$ cat config.mk
export PLATFORM = sky130hd
export DESIGN_NAME = imem_boot_loader
export DESIGN_NICKNAME = d
export VERILOG_FILES = /design/src/rtl/imem_boot_loader.sv
export SDC_FILE = /design/constraint.sdc
export NUM_CORES = 1
export LEC_CHECK = 0
export ABC_AREA = 1
export CORE_MARGIN = 4
export CORE_UTILIZATION = 49
export DETAILED_ROUTE_END_ITERATION = 10
export PLACE_DENSITY = 0.73
export SLEW_MARGIN = 20
export SYNTH_ARGS = -nofsm -noshare
export SYNTH_HDL_FRONTEND = slang
export SYNTH_SLANG_ARGS = --single-unit
$ cat constraint.sdc
create_clock -name clk -period 3.5 [get_ports clk]
set_input_delay 0.7 -clock clk [delete_from_list [all_inputs] [get_ports clk]]
set_output_delay 0.7 -clock clk [all_outputs]
set_load 0.01 [all_outputs]
$ cat src/rtl/imem_boot_loader.sv
// Boot loader: takes a length-prefixed byte stream and assembles it into
// little-endian 32-bit words. Each word is written to instruction memory,
// starting at word address 0. The core is held in reset until the last
// word has been written.
module imem_boot_loader #(
   parameter int unsigned ADDR_W = 8
) (
   input  logic              clk,
   input  logic              rst,
   input  logic [7:0]        in_data,
   input  logic              in_valid,
   output logic              in_ready,
   input  logic              reload,
   output logic              mem_we,
   output logic [ADDR_W-1:0] mem_addr,
   output logic [31:0]       mem_wdata,
   output logic              core_rst,
   output logic              done,
   output logic              overflow,
   output logic [15:0]       words_loaded
);

   localparam logic [32:0] DEPTH = 33'(1) << ADDR_W;

   typedef enum logic [2:0] {
      S_LEN_LO,
      S_LEN_HI,
      S_DATA,
      S_DRAIN,
      S_RUN
   } state_t;

   state_t state_q, state_d;

   logic [15:0]       n_q, n_d;
   logic [1:0]        idx_q, idx_d;
   logic [23:0]       asm_q, asm_d;
   logic              mem_we_q, mem_we_d;
   logic [ADDR_W-1:0] mem_addr_q, mem_addr_d;
   logic [31:0]       mem_wdata_q, mem_wdata_d;
   logic              core_rst_q, core_rst_d;
   logic              done_q, done_d;
   logic              overflow_q, overflow_d;
   logic [15:0]       words_q, words_d;

   logic accept;
   logic last_word;

   assign accept    = in_valid && in_ready;
   assign last_word = (({1'b0, words_q} + 17'd1) == {1'b0, n_q});

   // State register
   always_ff @(posedge clk or posedge rst) begin
      if (rst) state_q <= S_LEN_LO;
      else     state_q <= state_d;
   end

   // Next-state decode; reload overrides any byte accepted on the same edge
   always_comb begin
      state_d = state_q;
      if (reload) begin
         state_d = S_LEN_LO;
      end else begin
         case (state_q)
            S_LEN_LO: if (accept) state_d = S_LEN_HI;
            S_LEN_HI: if (accept) state_d = ({in_data, n_q[7:0]} == 16'd0) ? S_DRAIN : S_DATA;
            S_DATA:   if (accept && (idx_q == 2'd3) && last_word) state_d = S_DRAIN;
            S_DRAIN:  state_d = S_RUN;
            S_RUN:    state_d = S_RUN;
            default:  state_d = S_LEN_LO;
         endcase
      end
   end

   // Output and datapath next values; in_ready is decoded directly from state
   always_comb begin
      in_ready    = (state_q == S_LEN_LO) || (state_q == S_LEN_HI) || (state_q == S_DATA);
      n_d         = n_q;
      idx_d       = idx_q;
      asm_d       = asm_q;
      mem_we_d    = 1'b0;
      mem_addr_d  = mem_addr_q;
      mem_wdata_d = mem_wdata_q;
      core_rst_d  = core_rst_q;
      done_d      = done_q;
      overflow_d  = overflow_q;
      words_d     = words_q;
      if (reload) begin
         core_rst_d = 1'b1;
         done_d     = 1'b0;
         overflow_d = 1'b0;
         words_d    = '0;
         idx_d      = '0;
      end else begin
         case (state_q)
            S_LEN_LO: if (accept) n_d[7:0] = in_data;
            S_LEN_HI: begin
               if (accept) begin
                  n_d[15:8] = in_data;
                  if ({17'd0, in_data, n_q[7:0]} > DEPTH) overflow_d = 1'b1;
               end
            end
            S_DATA: begin
               if (accept) begin
                  // bytes shift in from the top so byte 0 ends up in [7:0]
                  asm_d = {in_data, asm_q[23:8]};
                  idx_d = idx_q + 2'd1;
                  if (idx_q == 2'd3) begin
                     if ({17'd0, words_q} < DEPTH) begin
                        mem_we_d    = 1'b1;
                        mem_addr_d  = words_q[ADDR_W-1:0];
                        mem_wdata_d = {in_data, asm_q};
                     end
                     words_d = (words_q == 16'hFFFF) ? words_q : words_q + 16'd1;
                  end
               end
            end
            S_DRAIN: begin
               core_rst_d = 1'b0;
               done_d     = 1'b1;
            end
            default: ;
         endcase
      end
   end

   // Datapath and registered outputs
   always_ff @(posedge clk or posedge rst) begin
      if (rst) begin
         n_q         <= '0;
         idx_q       <= '0;
         asm_q       <= '0;
         mem_we_q    <= 1'b0;
         mem_addr_q  <= '0;
         mem_wdata_q <= '0;
         core_rst_q  <= 1'b1;
         done_q      <= 1'b0;
         overflow_q  <= 1'b0;
         words_q     <= '0;
      end else begin
         n_q         <= n_d;
         idx_q       <= idx_d;
         asm_q       <= asm_d;
         mem_we_q    <= mem_we_d;
         mem_addr_q  <= mem_addr_d;
         mem_wdata_q <= mem_wdata_d;
         core_rst_q  <= core_rst_d;
         done_q      <= done_d;
         overflow_q  <= overflow_d;
         words_q     <= words_d;
      end
   end

   assign mem_we       = mem_we_q;
   assign mem_addr     = mem_addr_q;
   assign mem_wdata    = mem_wdata_q;
   assign core_rst     = core_rst_q;
   assign done         = done_q;
   assign overflow     = overflow_q;
   assign words_loaded = words_q;

endmodule

Word-level counts from Yosys, hierarchy flattened
Cells that the tools add are included.
- flip-flop bits (word level): 105
- input port bits: 12
- word-level logic and storage cells: 78
- add/subtract/negate cells: 3
- $lt $le $gt $ge: 2
- equal/unequal tests: 11
- multiplexer cells: 27
- bitwise gates (word level): 1
- reductions and logical operators: 22
- operator list (operator ; number):
    two-way mux 16 bit ; 5
    adder 16 x 1 -> 17 bit, second input constant ; 1
    == test 17 x 16 -> 1 bit ; 1
    adder 16 x 1 -> 16 bit, second input constant ; 1
    == test 16 bit, second input constant ; 1
    greater-than comparator 16 x 9 -> 1 bit, second input constant ; 1
    logical NOT 16 bit ; 1
    less-than comparator 16 x 9 -> 1 bit, second input constant ; 1
    AND reduction 3 bit ; 5
    two-way mux 1 bit ; 14
    two-way mux 3 bit ; 4
    one-hot mux 3 bit (4 select lines) ; 1
    nonzero test 2 bit ; 6
    != test 3 bit, second input constant ; 3
    == test 3 x 2 -> 1 bit, second input constant ; 2
    two-way mux 2 bit ; 3
    AND reduction 5 bit ; 1
    AND reduction 4 bit ; 1
    == test 3 x 1 -> 1 bit, second input constant ; 1
    == test 3 bit, second input constant ; 1
    logical AND 1 bit ; 3
    logical NOT 3 bit ; 1
    adder 2 x 1 -> 2 bit, second input constant ; 1
    == test 2 bit, second input constant ; 1
    other kinds (5) ; 6

Depth between registers and ports, before layout
Gate-level depths: netlist of the first run.
- depth in word-level cells: 9
- gate-level depth with buffers: 15
- gate-level depth less buffers: 15

Worst setup path before layout of the first run
OpenSTA, ideal clock, no wires.
- path kind: reg-to-reg
- start: register words_q[0], in the netlist words_loaded[0]
- end: register state_q[0]
- library setup time: 0.066 ns
- arrival: 1.667 ns
- data required time: 3.434 ns
- path slack: 1.767 ns
- cell stages (with the launch flop): 14
- clock period less this slack: 1.733 ns
- cell sequence: dfrtp_1 -> ha_1 -> or2_2 -> nand3_1 -> nand2_1 -> nor2_1 -> nand2_1 -> nor2_1 -> nand2_1 -> nor2_1 -> nand3_1 -> nand2_1 -> nand3_1 -> nand2_1
- word-level cells in the longest chain between the ends: 5
- ends and longest elaborated chain (what ; line ; text):
    from (decl) ; 44 ; logic [15:0] words_q, words_d;
    from (signal assigned) ; 150 ; words_q <= words_d;
    adder 16 x 1 -> 17 bit ; 50 ; assign last_word = (({1'b0, words_q} + 17'd1) == {1'b0, n_q});
    == test 17 x 16 -> 1 bit ; 50 ;
    logical AND 1 bit ; 67 ; S_DATA: if (accept && (idx_q == 2'd3) && last_word) state_d = S_DRAIN;
    != test 3 bit (no source line) ; -- ;
    AND reduction 3 bit (no source line) ; -- ;
    to (signal assigned) ; 55 ; else state_q <= state_d;
    to (decl) ; 33 ; state_t state_q, state_d;
No other way between the ends.
A chain may end at the register's enable or synchronous reset.

Worst setup path after layout of the first run
- start: register state_q[1]
- end: output port in_ready
- word-level cells in the longest chain between the ends: 3
- elaborated cells between the ends (all ways): 5
- classes of those cells: eq/ne: 2; reduce/logical: 3
- ends and longest elaborated chain (what ; line ; text):
    == test 3 x 1 -> 1 bit / logical NOT 3 bit (equally long branches) ; 77 ; in_ready = (state_q == S_LEN_LO) || (state_q == S_LEN_HI) || (state_q == S_DATA);
    logical OR 1 bit ; 77 ;
    logical OR 1 bit (*) ; 77 ;
    to (decl) ; 12 ; output logic in_ready,
Mark *: on every way between the ends. The rest lies on a longest branch, timed or not.

==> impl_metrics.tcl, run 1 <==
set metrics [dict create \
    reg2reg_to "words_loaded[7]" \
    hold_viol 0 \
    worstHoldPathType "reg -> reg" \
    seq_area_frac_synth_pct 55.2 \
    port_buffers 72 \
    period_share_pct 67.7 \
    tightest_slew_ps 630 \
    hold_start "asm_q[7]" \
    min_path_cells 2 \
    cellPowerDensity_nw_per_um2 516 \
    routabilityCongestion 0.872 \
    core_area_um2 9330 \
    yosys_warnings 0 \
    synth_area_per_cell_um2 8.18 \
    syn-cell-area_um2 4760 \
    critPathKind "reg -> out" \
    leakagePower_nw 2.70 \
    cts_resized 0 \
    antenna_found_initial 0 \
    drc_errors 0 \
    placed_cells 769 \
    holdPathEnd "mem_wdata[7]" \
    synth_seq_cells 105 \
    clk_pin_slew_ps 110 \
    grt_pass1_wl_um 19400 \
    ys_types 26 \
    cap_violations 0 \
    crit_path_top_delay_cell "clkdlybuf4s50_1" \
    ctsHoldBuffers 0 \
    initial_utilization_pct 51.0 \
    die_h_um 107 \
    track_usage_pct 21.6 \
    r2r_slack_ps 1230 \
    drive_gt1_share_pct 5.95 \
    routed_wirelength_um 11500 \
    fin_worst_hold_slack_ps 477 \
    rr_startpoint "words_loaded[0]" \
    crit_family "buffers and inverters" \
    finalSetupTns_ps 0 \
    grt_max_degree 63 \
    ir_worst_vdd_v 0.000283 \
    cp.required_ps 2800 \
    cts.sink_count 105 \
    grt_pass1_vias 3835 \
    vias_per_cell 5.22 \
    max_stage_delay_ps 540 \
    setup_viol 0 \
    crit_path_frequent_cell "nand2_1" \
    finalCriticalPeriod_ps 2370 \
    num_vias 4097 \
    rsz0062_at_grt "false" \
    row_count 35 \
    multi_input_area_um2 1790 \
    fmax_mhz 422 \
    cts_inserted_buffers 9 \
    antenna_left 0 \
    syn_nets 596 \
    cp_cell_sequence "nand2_1, nand2_1, inv_1, clkdlybuf4s50_1" \
    wl_per_cell_um 14.7 \
    path_buf_inv 2 \
    ios 73 \
    final_cell_area_um2 5830 \
    dr.first_iter.drc_count 288 \
    post-cts-setup-buffer-count 0 \
    slew_headroom_pct 57.9 \
    maxSlewViolCount 0 \
    r2r.worst_path.cells 8 \
    synth_cells 582 \
    cp.arrival_ps 1670 \
    startpoint_type "flop" \
    end_kind "output pin" \
    cts_htree_levels 3 \
    crit_start "state_q[1]" \
    dp_hpwl_um 8270 \
    cts_tree "built" \
    die_x_um 107 \
    clock_latency_ps 370 \
    die-area_um2 11400 \
    diodes 0 \
    fillers 855 \
    areaGrowthSynthToFinish_pct 22.4 \
    clock_path_buffers 2 \
    status "finished, final reports clean" \
    finalNonFillerCells 785 \
    root_buffer "clkbuf_8" \
    nets 665 \
    final-seq-area_um2 2630 \
    post_dp_cell_area_um2 5610 \
    first_pass_iters 5 \
    grt_overflow 0 \
    skew_ps 8.00 \
    worst-path-max-fanout 7 \
]
## cell families after synthesis
| logic type | synth area share, % |
|---|---|
| AND/OR/NAND/NOR | 26.5 |
| flip-flops | 55.2 |
| AO/OA/AOI/OAI | 10.6 |
| buffers and inverters | 7.15 |
| adder cells (fa/ha/maj) | 0.526 |
## layer usage
metal | global-route usage, % | vias to the layer above | routed length (um) | part of all wire (%)
met5 | 0 | - | 0 | 0
met4 | 6.39 | 0 | 155 | 1.3
met3 | 4.13 | 12 | 738 | 6.4
met2 | 32.1 | 134 | 5150 | 45
met1 | 32.3 | 1933 | 5470 | 48
li1 | - | 2018 | - | -
## worst min-delay path, cell delays in order (launching register included)
cell and delay [ps]:
dfrtp_1 360, nand2_1 50, nand2_1 50
## area by class of cell
cell class	instances	share of cell area (%)
clock buffers	10	2.36
clock inverters	6	1.44
inverters	71	4.62
multi-input cells	389	30.7
flip-flops and latches	105	45.1
well taps	129	2.77
repair buffers	75	13.0
## placed cells by master, fill, tap and decap left out
| cell type | netlist | final |
|---|---|---|
| a21oi_1 | 1 | 1 |
| a31oi_1 | 1 | 1 |
| buf_12 | 0 | 1 |
| buf_4 | 0 | 2 |
| bufinv_16 | 0 | 1 |
| clkbuf_8 | 0 | 10 |
| clkdlybuf4s50_1 | 0 | 72 |
| clkinv_1 | 1 | 1 |
| clkinv_8 | 0 | 1 |
| clkinvlp_4 | 0 | 2 |
| dfrtp_1 | 104 | 104 |
| dfstp_2 | 1 | 1 |
| ha_1 | 2 | 2 |
| inv_1 | 69 | 68 |
| inv_2 | 1 | 1 |
| inv_4 | 0 | 1 |
| inv_8 | 0 | 2 |
| nand2_1 | 188 | 188 |
| nand2_2 | 6 | 6 |
| nand2_4 | 1 | 1 |
| nand3_1 | 38 | 38 |
| nand3b_1 | 3 | 3 |
| nand4_1 | 11 | 11 |
| nor2_1 | 27 | 27 |
| nor2_2 | 3 | 3 |
| nor2_4 | 5 | 5 |
| nor3_1 | 6 | 6 |
| nor4_1 | 2 | 2 |
| o21ai_0 | 79 | 79 |
| o21ai_2 | 1 | 1 |
| o22ai_1 | 13 | 13 |
| o31ai_1 | 1 | 1 |
| or2_2 | 1 | 1 |
## cell usage after synthesis
master | count | area, um^2
nor2_4 | 5 | 56.3
clkbuf_1 | 9 | 33.8
nand3_1 | 38 | 190
inv_2 | 1 | 3.75
o21ai_2 | 1 | 8.76
nor2_1 | 27 | 101
o22ai_1 | 13 | 81.3
nand2_4 | 1 | 11.3
inv_1 | 69 | 259
dfrtp_1 | 104 | 2600
dfstp_2 | 1 | 26.3
nand2_2 | 6 | 37.5
ha_1 | 2 | 25.0
nand3b_1 | 3 | 22.5
nand2_1 | 188 | 706
buf_2 | 8 | 40.0
nor3_1 | 6 | 30.0
nor4_1 | 2 | 12.5
o31ai_1 | 1 | 7.51
o21ai_0 | 79 | 395
nand4_1 | 11 | 68.8
or2_2 | 1 | 6.26
a31oi_1 | 1 | 6.26
nor2_2 | 3 | 18.8
clkinv_1 | 1 | 3.75
a21oi_1 | 1 | 5.00
## metrics by stage
| stage | power [W] | setup WS [ps] | util (%) |
|---|---|---|---|
| final | 0.00300 | 1130 | 62.5 |
| after global routing | 0.00320 | 1030 | 62.5 |
| after CTS | 0.00302 | 1120 | 62.5 |
| after detailed placement | 0.00221 | 858 | 60.1 |
| after global placement | 0.00218 | 913 | 60.1 |
| after floorplan | 0.00200 | 41.1 | - |
## sequential cells by signal, indices dropped and copies added (netlist names), 2 cells and up
signal and flops:
mem_wdata 32, words_loaded 16, n_q 16, mem_addr 8
asm_q 24, state_q 3, idx_q 2
## report_power, final
group          internal (W)  total [W]  switching [W]
sequential          0.00144    0.00161       0.000176
clock              0.000366   0.000817       0.000451
combinational      0.000219   0.000575       0.000357
## worst max-delay path by stage
stage,cells past startpoint,endpoint
after floorplan,1,asm_q[0]
after global placement,9,mem_wdata[21]
after detailed placement,7,words_loaded[8]
after CTS,4,in_ready
after global routing,10,mem_wdata[10]
final,4,in_ready
Power figures use the tool's default switching activity.
==> run 2: changes to the inputs <==
Settings changed: CORE_UTILIZATION 49 to 50, PLACE_DENSITY 0.73 to 0.72.
Clock period 3.5 ns to 2.5 ns, I/O delays scaled along.
==> impl_metrics.tcl, run 2 (same netlist as run 1, synthesis figures left out) <==
set metrics [dict create \
    status "finished, final reports clean" \
    routed_wirelength_um 11900 \
    rr_startpoint "words_loaded[0]" \
    row_count 35 \
    die_h_um 106 \
    cap_violations 0 \
    track_usage_pct 22.2 \
    grt_max_degree 51 \
    drive_gt1_share_pct 6.94 \
    setup_viol 0 \
    antenna_left 0 \
    critPathKind "reg -> out" \
    rsz0062_at_grt "false" \
    critical_path_depth 4 \
    ctsHoldBuffers 0 \
    pwr-share-comb_pct 19.4 \
    slew_headroom_pct 68.5 \
    die-area_um2 11100 \
    crit_family "buffers and inverters" \
    cts.sink_count 105 \
    grt_pass1_vias 3883 \
    finalCriticalPeriod_ps 2160 \
    cp.required_ps 2000 \
    maxSlewViolCount 0 \
    grt_pass1_wl_um 19900 \
    crit_path_top_delay_cell "clkdlybuf4s50_1" \
    hold_viol 0 \
    tightest_slew_ps 469 \
    routabilityCongestion 0.911 \
    clk_pin_slew_ps 110 \
    initial_utilization_pct 51.5 \
    antenna_found_initial 0 \
    dr.first_iter.drc_count 245 \
    cts_inserted_buffers 9 \
    final_cell_area_um2 5900 \
    die_x_um 106 \
    p_int_w 0.00284 \
    startpoint_type "flop" \
    pwr-share-seq_pct 53.3 \
    leakagePower_nw 2.75 \
    cp.arrival_ps 1660 \
    drc_errors 0 \
    period_share_pct 86.3 \
    fillers 809 \
    swShare_pct 33.0 \
    final_cell_mix "nand2_1 (188), dfrtp_1 (104), o21ai_0 (79)" \
    ios 73 \
    path_buf_inv 2 \
    vias_per_cell 5.27 \
    fin_util_pct 63.9 \
    cellPowerDensity_nw_per_um2 718 \
    num_vias 4170 \
    crit_path_frequent_cell "nand2_1" \
    clock_latency_ps 370 \
    diodes 0 \
    end_kind "output pin" \
    cts_htree_levels 3 \
    total_power_w 0.00424 \
    r2r.worst_path.cells 13 \
    cts_resized 0 \
    skew_ps 14.2 \
    worstHoldPathType "in -> async" \
    areaGrowthSynthToFinish_pct 24.1 \
    pwr-share-clk_pct 27.3 \
    core_area_um2 9240 \
    ir_worst_vdd_v 0.000433 \
    final_common_cell "nand2_1" \
    nets 672 \
    fin_worst_hold_slack_ps 478 \
    grt_overflow 0 \
    post-cts-setup-buffer-count 0 \
    cp_cell_sequence "nand2_1, nand2_1, inv_1, clkdlybuf4s50_1" \
    finalSetupTns_ps 0 \
    dp_hpwl_um 8820 \
    worst-path-max-fanout 7 \
    port_buffers 72 \
    switchingPower_w 0.00140 \
    first_pass_iters 5 \
    clock_path_buffers 2 \
    wl_per_cell_um 15.0 \
    post_dp_cell_area_um2 5680 \
    fmax_mhz 464 \
    cts_tree "built" \
    largest_reg_flops 32 \
    max_stage_delay_ps 540 \
    crit_start "state_q[1]" \
    root_buffer "clkbuf_8" \
]
-- run 2: per-stage QoR --
| step | cells | worst slack (ps) |
|---|---|---|
| floorplan | 582 | 741 |
| global placement | 776 | 332 |
| detailed placement | 776 | 245 |
| CTS | 792 | 318 |
| global route | 792 | 110 |
| finish | 792 | 343 |
-- run 2: worst paths after layout --
kind | slack, ps | endpoint
hold reg to reg | 480 | mem_wdata[1]
setup reg to reg | 350 | state_q[0]
setup / recovery | 340 | in_ready
max in group asynchronous | 1450 | mem_addr[1]
min in group clk | 480 | mem_wdata[1]
hold / removal | 480 | words_loaded[12]
-- run 2: cell type report --
class                      instances  area, um^2  area share, %
sequential                       105        2630           44.5
multi-input combinational        389        1790           30.3
timing repair buffer              82         833           14.1
inverter                          71         270           4.58
tap                              129         161           2.73
clock buffer                      10         138           2.33
clock inverter                     6        82.6           1.40
-- run 2: metal layers --
layer  up-vias  routed length [um]  track usage (%)
met2       153                5360             33.0
met4         0                 190             6.48
li1       2027                   -                -
met5         -                   0                0
met1      1970                5570             33.9
met3        20                 788             3.43
-- run 2: power by group through the flow --
stage	registers [W]	logic (W)	clock network, W
after floorplan	0.00221	0.000590	0
final	0.00226	0.000823	0.00116
after detailed placement	0.00229	0.000819	0
after global placement	0.00227	0.000795	0
after CTS	0.00225	0.000830	0.00116
after global routing	0.00230	0.000963	0.00123
==> run 3: changes to the inputs <==
Settings changed: CORE_MARGIN 4 to not set.
==> impl_metrics.tcl, run 3 (same netlist as run 1, synthesis figures left out) <==
set metrics [dict create \
    cts_resized 0 \
    crit_path_top_delay_cell "dfrtp_1" \
    fmax_mhz 458 \
    grt_pass1_vias 3987 \
    slew_headroom_pct 67.3 \
    fillers 815 \
    worst-path-max-fanout 19 \
    clock_latency_ps 370 \
    cap_violations 0 \
    routed_wirelength_um 11700 \
    finalCriticalPeriod_ps 2180 \
    startpoint_type "flop" \
    nets 670 \
    max_stage_delay_ps 490 \
    grt_overflow 0 \
    finalSetupTns_ps 0 \
    routabilityCongestion 0.904 \
    placed_cells 774 \
    finalNonFillerCells 790 \
    vias_per_cell 5.14 \
    setup_viol 0 \
    pwr-share-comb_pct 19.2 \
    leakagePower_nw 2.72 \
    first_pass_iters 7 \
    final_cell_mix "nand2_1 (188), dfrtp_1 (104), o21ai_0 (79)" \
    cp.arrival_ps 2430 \
    hold_viol 0 \
    cts_htree_levels 3 \
    swShare_pct 33.4 \
    grt_max_degree 74 \
    grt_pass1_wl_um 19500 \
    cellPowerDensity_nw_per_um2 719 \
    tightest_slew_ps 487 \
    initial_utilization_pct 51.5 \
    cts_tree "built" \
    largest_reg_flops 32 \
    row_count 35 \
    status "finished, final reports clean" \
    dr.first_iter.drc_count 265 \
    rsz0062_at_grt "false" \
    die_x_um 99.6 \
    cp_cell_sequence "ha_1, nand2_2, nor2_4, nand2_1, inv_1, nand3b_1, nand2_1, nand2_2, nand3_1, o21ai_0" \
    clk_pin_slew_ps 110 \
    antenna_left 0 \
    diodes 0 \
    dp_hpwl_um 8540 \
    cts.sink_count 105 \
    port_buffers 72 \
    post-cts-setup-buffer-count 0 \
    fin_util_pct 63.5 \
    ios 73 \
    drc_errors 0 \
    cts_inserted_buffers 9 \
    worstHoldPathType "in -> async" \
    antenna_found_initial 0 \
    p_int_w 0.00281 \
    final_common_cell "nand2_1" \
    pwr-share-clk_pct 27.0 \
    skew_ps 13.0 \
    clock_path_buffers 2 \
    ctsHoldBuffers 0 \
    core_area_um2 9240 \
    critPathKind "reg -> reg" \
    drive_gt1_share_pct 6.66 \
    switchingPower_w 0.00141 \
    final-seq-area_um2 2630 \
    areaGrowthSynthToFinish_pct 23.2 \
    die_h_um 99.6 \
    pwr-share-seq_pct 53.8 \
    cp.required_ps 2750 \
    maxSlewViolCount 0 \
    end_kind "flop" \
    track_usage_pct 25.6 \
    multi_input_area_um2 1790 \
    period_share_pct 87.4 \
    root_buffer "clkbuf_8" \
    num_vias 4057 \
    wl_per_cell_um 14.8 \
    ir_worst_vdd_v 0.000474 \
    die-area_um2 9910 \
]
==> run 3: cell count changes in the layout (fill, tap and decap cells not counted), sizes merged <==
| cell | change |
|---|---|
| buf | -2 |
| clkbuf | -1 |
| clkinvlp | +2 |
| inv | -1 |
==> run 3: layer usage <==
layer  global-route usage, %  vias up  wire length, um
met4                    9.84        0              224
met3                    3.16       19              423
met1                    37.3     1896             5750
met2                    39.5      117             5310
li1                        -     2025                -
met5                       0        -                0
==> run 3: final timing paths <==
path | start | to | slack, ps | cells after the start
setup reg to reg | words_loaded[0] | words_loaded[1] | 320 | 10
hold / removal | rst | state_q[0] | 410 | 2
max in group asynchronous | rst | words_loaded[7] | 1430 | 3
setup / recovery | words_loaded[0] | words_loaded[1] | 320 | 10
hold reg to reg | asm_q[3] | mem_wdata[3] | 490 | 2
min in group clk | asm_q[3] | mem_wdata[3] | 490 | 2
==> run 3: power by group through the flow <==
stage / Sequential (W) / Combinational, W / Clock [W]
final: 0.00227 / 0.000808 / 0.00114
after CTS: 0.00226 / 0.000816 / 0.00116
after floorplan: 0.00221 / 0.000590 / 0
after global placement: 0.00228 / 0.000778 / 0
after detailed placement: 0.00230 / 0.000811 / 0
after global routing: 0.00230 / 0.000954 / 0.00123
==> run 3: cell type report <==
type / count / share of cell area, %
Clock buffer: 9 / 2.11
Clock inverter: 7 / 1.66
Inverter: 71 / 4.61
Multi-Input combinational cell: 389 / 30.5
Sequential cell: 105 / 44.8
Tap cell: 129 / 2.75
Timing Repair Buffer: 80 / 13.5
==> run 3: worst max-delay path: cells and delay by family (launching register included) <==
family	cells	cell delay, ps
flip-flops	1	490
AO/OA/AOI/OAI	1	110
adder cells (fa/ha/maj)	1	320
buffers and inverters	1	60
AND/OR/NAND/NOR	7	1090
==> run 3: per-stage QoR <==
step	setup WS [ps]	power, W	cell area [um^2]	hold slack, ps
2_1_floorplan	741	0.00280	4760	442
3_3_place_gp	228	0.00306	5640	457
3_5_place_dp	231	0.00311	5640	460
4_1_cts	330	0.00424	5870	406
5_1_grt	124	0.00449	5870	406
6_report	316	0.00422	5870	405
